**config.mk**
```make
export PLATFORM = sky130hd
export DESIGN_NAME = prog_clk_divider_flat
export DESIGN_NICKNAME = d
export VERILOG_FILES = /design/src/rtl/prog_clk_divider_if.sv /design/src/rtl/prog_clk_divider.sv /design/src/flat_wrapper.sv
export SDC_FILE = /design/constraint.sdc
export NUM_CORES = 1
export LEC_CHECK = 0
export CAP_MARGIN = 20
export CORE_MARGIN = 2
export CORE_UTILIZATION = 45
export DETAILED_ROUTE_END_ITERATION = 7
export GPL_TIMING_DRIVEN = 0
export PLACE_DENSITY = 0.66
export REMOVE_ABC_BUFFERS = 1
export SYNTH_ARGS = -nofsm -noshare
export SYNTH_HDL_FRONTEND = slang
export SYNTH_SLANG_ARGS = --single-unit
```
**constraint.sdc**
```tcl
create_clock -name clk -period 5.9 [get_ports clk]
set_input_delay 1.18 -clock clk [delete_from_list [all_inputs] [get_ports clk]]
set_output_delay 1.18 -clock clk [all_outputs]
set_load 0.01 [all_outputs]
```
**src/rtl/prog_clk_divider_if.sv**
```systemverilog
`default_nettype none
// +------------------------------------------------------------------+
// | Module  : prog_clk_divider_if                                    |
// | Purpose : Configuration and output bundle of prog_clk_divider    |
// | Revision: 1.0 - initial release                                  |
// +------------------------------------------------------------------+
interface prog_clk_divider_if #(
    parameter int WIDTH = 8
);
    logic             en;
    logic [WIDTH-1:0] div_val;
    logic [1:0]       mode_val;
    logic             div_load;
    logic [WIDTH-1:0] count;
    logic             fout;
    logic             tick;
    logic             load_pending;

    modport master (
        output en, div_val, mode_val, div_load,
        input  count, fout, tick, load_pending
    );

    modport slave (
        input  en, div_val, mode_val, div_load,
        output count, fout, tick, load_pending
    );
endinterface
`default_nettype wire

```
**src/rtl/prog_clk_divider.sv**
```systemverilog
`default_nettype none
// +------------------------------------------------------------------+
// | Module  : prog_clk_divider                                       |
// | Purpose : Programmable clock-enable divider, wrap-aligned reload |
// | Revision: 1.0 - initial release                                  |
// +------------------------------------------------------------------+
module prog_clk_divider #(
    parameter int WIDTH        = 8,
    parameter int DEFAULT_DIV  = 7,
    parameter int DEFAULT_MODE = 0
) (
    input  wire logic          clk,
    input  wire logic          reset,
    prog_clk_divider_if.slave  bus
);
    localparam logic [1:0]       c_mode_toggle  = 2'd0;
    localparam logic [1:0]       c_mode_pulse   = 2'd1;
    localparam logic [1:0]       c_mode_square  = 2'd2;
    localparam logic [WIDTH-1:0] c_default_div  = DEFAULT_DIV[WIDTH-1:0];
    localparam logic [1:0]       c_default_mode = DEFAULT_MODE[1:0];
    localparam logic [WIDTH-1:0] c_one          = {{(WIDTH-1){1'b0}}, 1'b1};

    logic [WIDTH-1:0] r_div;
    logic [1:0]       r_mode;
    logic [WIDTH-1:0] r_sh_div;
    logic [1:0]       r_sh_mode;
    logic             r_pending;
    logic [WIDTH-1:0] r_count;
    logic             r_fout;
    logic             r_tick;

    logic             w_stopped;
    logic             w_wrap;
    logic             w_apply;
    logic [WIDTH-1:0] w_next_div;
    logic [1:0]       w_next_mode;
    logic [WIDTH-1:0] w_div_eff;
    logic [1:0]       w_mode_eff;
    logic [WIDTH-1:0] w_next_count;
    logic [WIDTH:0]   w_half;
    logic             w_square;

    always_comb begin
        w_stopped    = (r_div == '0);
        w_wrap       = bus.en && !w_stopped && (r_count == (r_div - c_one));
        // A stopped divider has no wrap to wait for, so it reloads on any edge.
        w_apply      = (w_wrap || w_stopped) && (r_pending || bus.div_load);
        w_next_div   = bus.div_load ? bus.div_val  : r_sh_div;
        w_next_mode  = bus.div_load ? bus.mode_val : r_sh_mode;
        if (w_next_mode == 2'd3) begin
            w_next_mode = c_mode_toggle;
        end
        w_div_eff    = w_apply ? w_next_div  : r_div;
        w_mode_eff   = w_apply ? w_next_mode : r_mode;
        w_next_count = w_wrap ? '0 : (r_count + c_one);
        // One extra bit keeps N+1 from overflowing at the largest modulus.
        w_half       = ({1'b0, w_div_eff} + {{WIDTH{1'b0}}, 1'b1}) >> 1;
        w_square     = ({1'b0, w_next_count} < w_half);
    end

    always_ff @(posedge clk) begin
        if (reset) begin
            r_div     <= c_default_div;
            r_mode    <= c_default_mode;
            r_sh_div  <= '0;
            r_sh_mode <= '0;
            r_pending <= 1'b0;
            r_count   <= '0;
            r_fout    <= 1'b0;
            r_tick    <= 1'b0;
        end else begin
            if (bus.div_load) begin
                r_sh_div  <= bus.div_val;
                r_sh_mode <= bus.mode_val;
            end

            if (w_apply) begin
                r_pending <= 1'b0;
                r_div     <= w_next_div;
                r_mode    <= w_next_mode;
            end else if (bus.div_load) begin
                r_pending <= 1'b1;
            end

            if (w_stopped) begin
                r_count <= '0;
                r_fout  <= 1'b0;
                r_tick  <= 1'b0;
            end else if (!bus.en) begin
                r_tick  <= 1'b0;
            end else begin
                r_count <= w_next_count;
                r_tick  <= w_wrap;
                if (w_wrap && (w_div_eff == '0)) begin
                    r_fout <= 1'b0;
                end else begin
                    case (w_mode_eff)
                        c_mode_toggle: if (w_wrap) r_fout <= ~r_fout;
                        c_mode_pulse:  r_fout <= w_wrap;
                        c_mode_square: r_fout <= w_square;
                        default:       r_fout <= r_fout;
                    endcase
                end
            end
        end
    end

    assign bus.count        = r_count;
    assign bus.fout         = r_fout;
    assign bus.tick         = r_tick;
    assign bus.load_pending = r_pending;
endmodule
`default_nettype wire
```
**src/flat_wrapper.sv**
```systemverilog
// flat-port wrapper written by rule: the top's interface ports become plain ports
module prog_clk_divider_flat 
#(
    parameter int WIDTH        = 8,
    parameter int DEFAULT_DIV  = 7,
    parameter int DEFAULT_MODE = 0
)
  (clk, reset, bus_en, bus_div_val, bus_mode_val, bus_div_load, bus_count, bus_fout, bus_tick, bus_load_pending);
  prog_clk_divider_if #(.WIDTH(WIDTH)) bus_i ();
  input  wire logic clk;
  input  wire logic reset;
  input wire logic [$bits(bus_i.en)-1:0] bus_en;
  input wire logic [$bits(bus_i.div_val)-1:0] bus_div_val;
  input wire logic [$bits(bus_i.mode_val)-1:0] bus_mode_val;
  input wire logic [$bits(bus_i.div_load)-1:0] bus_div_load;
  output wire logic [$bits(bus_i.count)-1:0] bus_count;
  output wire logic [$bits(bus_i.fout)-1:0] bus_fout;
  output wire logic [$bits(bus_i.tick)-1:0] bus_tick;
  output wire logic [$bits(bus_i.load_pending)-1:0] bus_load_pending;
  assign bus_i.en = bus_en;
  assign bus_i.div_val = bus_div_val;
  assign bus_i.mode_val = bus_mode_val;
  assign bus_i.div_load = bus_div_load;
  assign bus_count = bus_i.count;
  assign bus_fout = bus_i.fout;
  assign bus_tick = bus_i.tick;
  assign bus_load_pending = bus_i.load_pending;
  prog_clk_divider #(.WIDTH(WIDTH), .DEFAULT_DIV(DEFAULT_DIV), .DEFAULT_MODE(DEFAULT_MODE)) u_core (.clk(clk), .reset(reset), .bus(bus_i));
endmodule
```
==> out/summary.txt <==
Post-synth ARST share: 0%
Final min period: 5.37 ns
crit-path cells: clkdlybuf4s50_1 -> nor2_1 -> or2_1 -> o31ai_4 -> buf_4 -> mux2i_1 -> inv_1 -> ha_1 -> nand3_1 -> xor2_1 -> nor2_1 -> a31oi_1 -> ha_1 -> nor4_1 -> a21oi_1 -> or3_2 -> a31oi_1 -> a32o_1
clock latency on the worst-skew pair: 0.29 ns
top post-synthesis cells by area: dfxtp_1 26%, mux2i_1 9.4%, ha_1 8.0%
PortBufs: 24
Slew @ Worst Pin: 0.827 ns
Die Width: 76.2 um
area of the die: 5810 um^2
Leak: 1.10 nW
initial core utilization: 46.3%
Total GRT Usage: 19.3%
Total Power: 434 uW
nets: 327
Post-DRT Antenna Nets: 0
Std-Cell Rows: 26
CP delay by family, top: simple AND/OR/NAND/NOR gates
synth unique cells: 54
io pins: 25
final wirelength: 5.24 mm
RePlAce Congestion: 0.826
worst path bufs/invs: 3
area delta synth->final: 15.0%
post-synth top area share: 26.4%
fin. max-slew vios: 0
router iterations before antenna repair: 4
Worst Hold Class: reg -> reg
setup TNS: 0 ns
Reg clk slew, reported paths: 0.06 ns
CTS tree: yes
Switch Pwr: 110 uW
antenna violations before repair: 0
Die Y: 76.2 um
critical path capture point type: flip-flop
# Max-Cap Violations: 0
Core ar.: 5070 um^2
register area share after synthesis: 26.4%
CTS max path bufs: 2
Worst Skew: 0.00560 ns
RSZ-0062 raised after global routing: no
DR vias: 1,991
Sequential Power Share: 50.9%
power share of the combinational group: 12.1%
DRC Markers: 0
CP startpoint kind: primary input
DR WL/cell: 14.2 um
Max-slew headroom: 44.6%
outcome: finished, final reports clean
Slowest-stage cell, CP: clkdlybuf4s50_1
FMAX: 186 MHz
largest fanout on the critical path: 18
Final Setup Violations: 0
critical path's largest stage delay: 0.78 ns
Detail Placement HPWL: 3.78 mm
Seq cells post-synth: 31
pin count of the biggest net entering global routing: 23
Worst Path Required: 6.13 ns
DR iter-0 viols: 126
Final Cycle Share: 91.1%
switch share: 25.4%
clk root buf: clkbuf_8
YS warnings: 0
cell-internal power: 324 uW
main flop type after synthesis: dfxtp_1
Num CTS Buffers: 5
cells resized by post-CTS repair: 0
hold_ws: 0.517 ns
synthesized area per cell: 8.42 um^2
n_diodes: 0
vias per cell: 5.40
power per cell area: 161 nW/um^2
final hold vios: 0
total grt overflow: 0
crit path kind: in -> reg
first-pass GRT wire length: 9.17 mm
vias in the first global route: 1,893
area of the mapped netlist: 2350 um^2
Post-synth EDFFs: 0
synthesized instance count: 279
share of cells above drive strength 1: 9.70%
maximum vdd ir drop: 0.126 mV
htree depth: 2
worst endpoint data arrival time: 5.60 ns
Clock power frac: 37.1%
leading area contributor after synthesis: dfxtp_1
CTS Sinks: 31
## power by group through the flow
stage / Sequential, mW / Clock (mW) / Combinational, mW
floorplan: 0.225 / 0 / 0.0271
global placement: 0.225 / 0 / 0.0516
detailed placement: 0.225 / 0 / 0.0522
CTS: 0.221 / 0.167 / 0.0527
global route: 0.221 / 0.180 / 0.0590
finish: 0.221 / 0.161 / 0.0524
## cell type report
class,instances,area [um^2]
sequential,31,621
clock inverter,1,5.00
tap,70,87.6
timing repair buffer,30,285
inverter,12,45.0
clock buffer,7,76.3
fill,489,2370
multi-input combinational,218,1580
## routing by layer
layer	wire [um]	vias to the layer above	global-route usage (%)
li1	-	1023	-
met1	2550	915	27.0
met2	2380	47	30.4
met3	249	6	4.03
met4	57	0	4.91
met5	0	-	0
## logic make-up (layout without fill, tap and decap cells)
family,Yosys count,after routing,share of synthesized area (%)
compound gates,42,43,13.7
xor+xnor,24,24,9.54
fa+ha+maj,15,15,7.99
buf+inv,31,50,6.82
flops,31,31,26.4
mux,24,24,10.3
simple gates,112,112,25.2
## flip-flops by register name, summed over array words and instances, names as in the netlist
name,flops
u_core.r_div,8
u_core.bus.load_pending,1
u_core.r_sh_mode,2
u_core.r_mode,2
u_core.bus.fout,1
u_core.bus.tick,1
u_core.bus.count,8
u_core.r_sh_div,8
## through the flow
stage               instance area, um^2  util, %  cells  worst slack (ns)
global placement                   2560     50.5    354            -0.275
detailed placement                 2560     50.5    354            -0.276
global route                       2700     53.2    369             0.147
CTS                                2660     52.3    363             0.282
floorplan                          2230        -    260              1.19
finish                             2700     53.2    369             0.526
## synth_stat cells, types with 2 or more instances
cell / number
nand2b_1: 4
nand2_1: 13
buf_6: 5
a32o_1: 2
nor3b_1: 3
nand4_1: 3
a311oi_1: 2
dfxtp_1: 31
ha_1: 15
mux2_2: 2
nor3_1: 7
mux2i_1: 22
a21o_1: 3
xor2_1: 11
inv_1: 12
o21ai_0: 8
nor2b_1: 11
nand3_1: 6
clkbuf_1: 10
a21oi_1: 5
a31oi_1: 5
nor2_1: 44
or4_4: 2
nor4_1: 3
xnor2_1: 12
buf_2: 2
a211oi_1: 7
or2_2: 2
a32oi_1: 2
## repair_timing
| action | 4_1_cts | 5_1_grt |
|---|---|---|
| endpoints found under the setup margin | 1 | 1 |
| cloned | 1 | 0 |
| hold buffers | 0 | 0 |
| endpoints found under the hold margin | 0 | 0 |
| pin swaps | 1 | 1 |
| buffers inserted | 0 | 6 |
## worst paths after layout
path,startpoint,endpoint,slack (ns),cells after the start
setup reg to reg,u_core.r_div[0]$_SDFF_PP1_,u_core.bus.fout$_SDFFE_PP0P_,1.02,21
hold reg to reg,u_core.r_sh_mode[1]$_SDFF_PP0_,u_core.r_sh_mode[1]$_SDFF_PP0_,0.52,2
setup / recovery,bus_div_load,u_core.bus.fout$_SDFFE_PP0P_,0.53,18
hold / removal,u_core.r_sh_mode[1]$_SDFF_PP0_,u_core.r_sh_mode[1]$_SDFF_PP0_,0.52,2
## worst reg2reg max path, cell delays in order, from the launching register on
cell     delay [ns]
dfxtp_1        0.53
inv_1          0.12
ha_1           0.33
xor2_1         0.23
xnor2_1        0.14
nand4_1        0.13
a211o_4        0.40
o31ai_4        0.22
buf_4          0.20
mux2i_1        0.32
inv_1          0.08
ha_1           0.26
nand3_1        0.12
xor2_1         0.07
nor2_1         0.10
a31oi_1        0.06
ha_1           0.20
nor4_1         0.38
a21oi_1        0.11
or3_2          0.42
a31oi_1        0.19
a32o_1         0.18
## cells in the final DEF (no fill, tap or decap), drive strengths merged, types with 11 or more instances in the layout
cell type / synthesis / layout
nor2: 44 / 44
dfxtp: 31 / 31
clkdlybuf4s50: 0 / 24
mux2i: 22 / 22
ha: 15 / 15
nand2: 13 / 13
xnor2: 12 / 12
inv: 12 / 12
xor2: 11 / 11
nor2b: 11 / 11
Power figures use the tool's default switching activity.
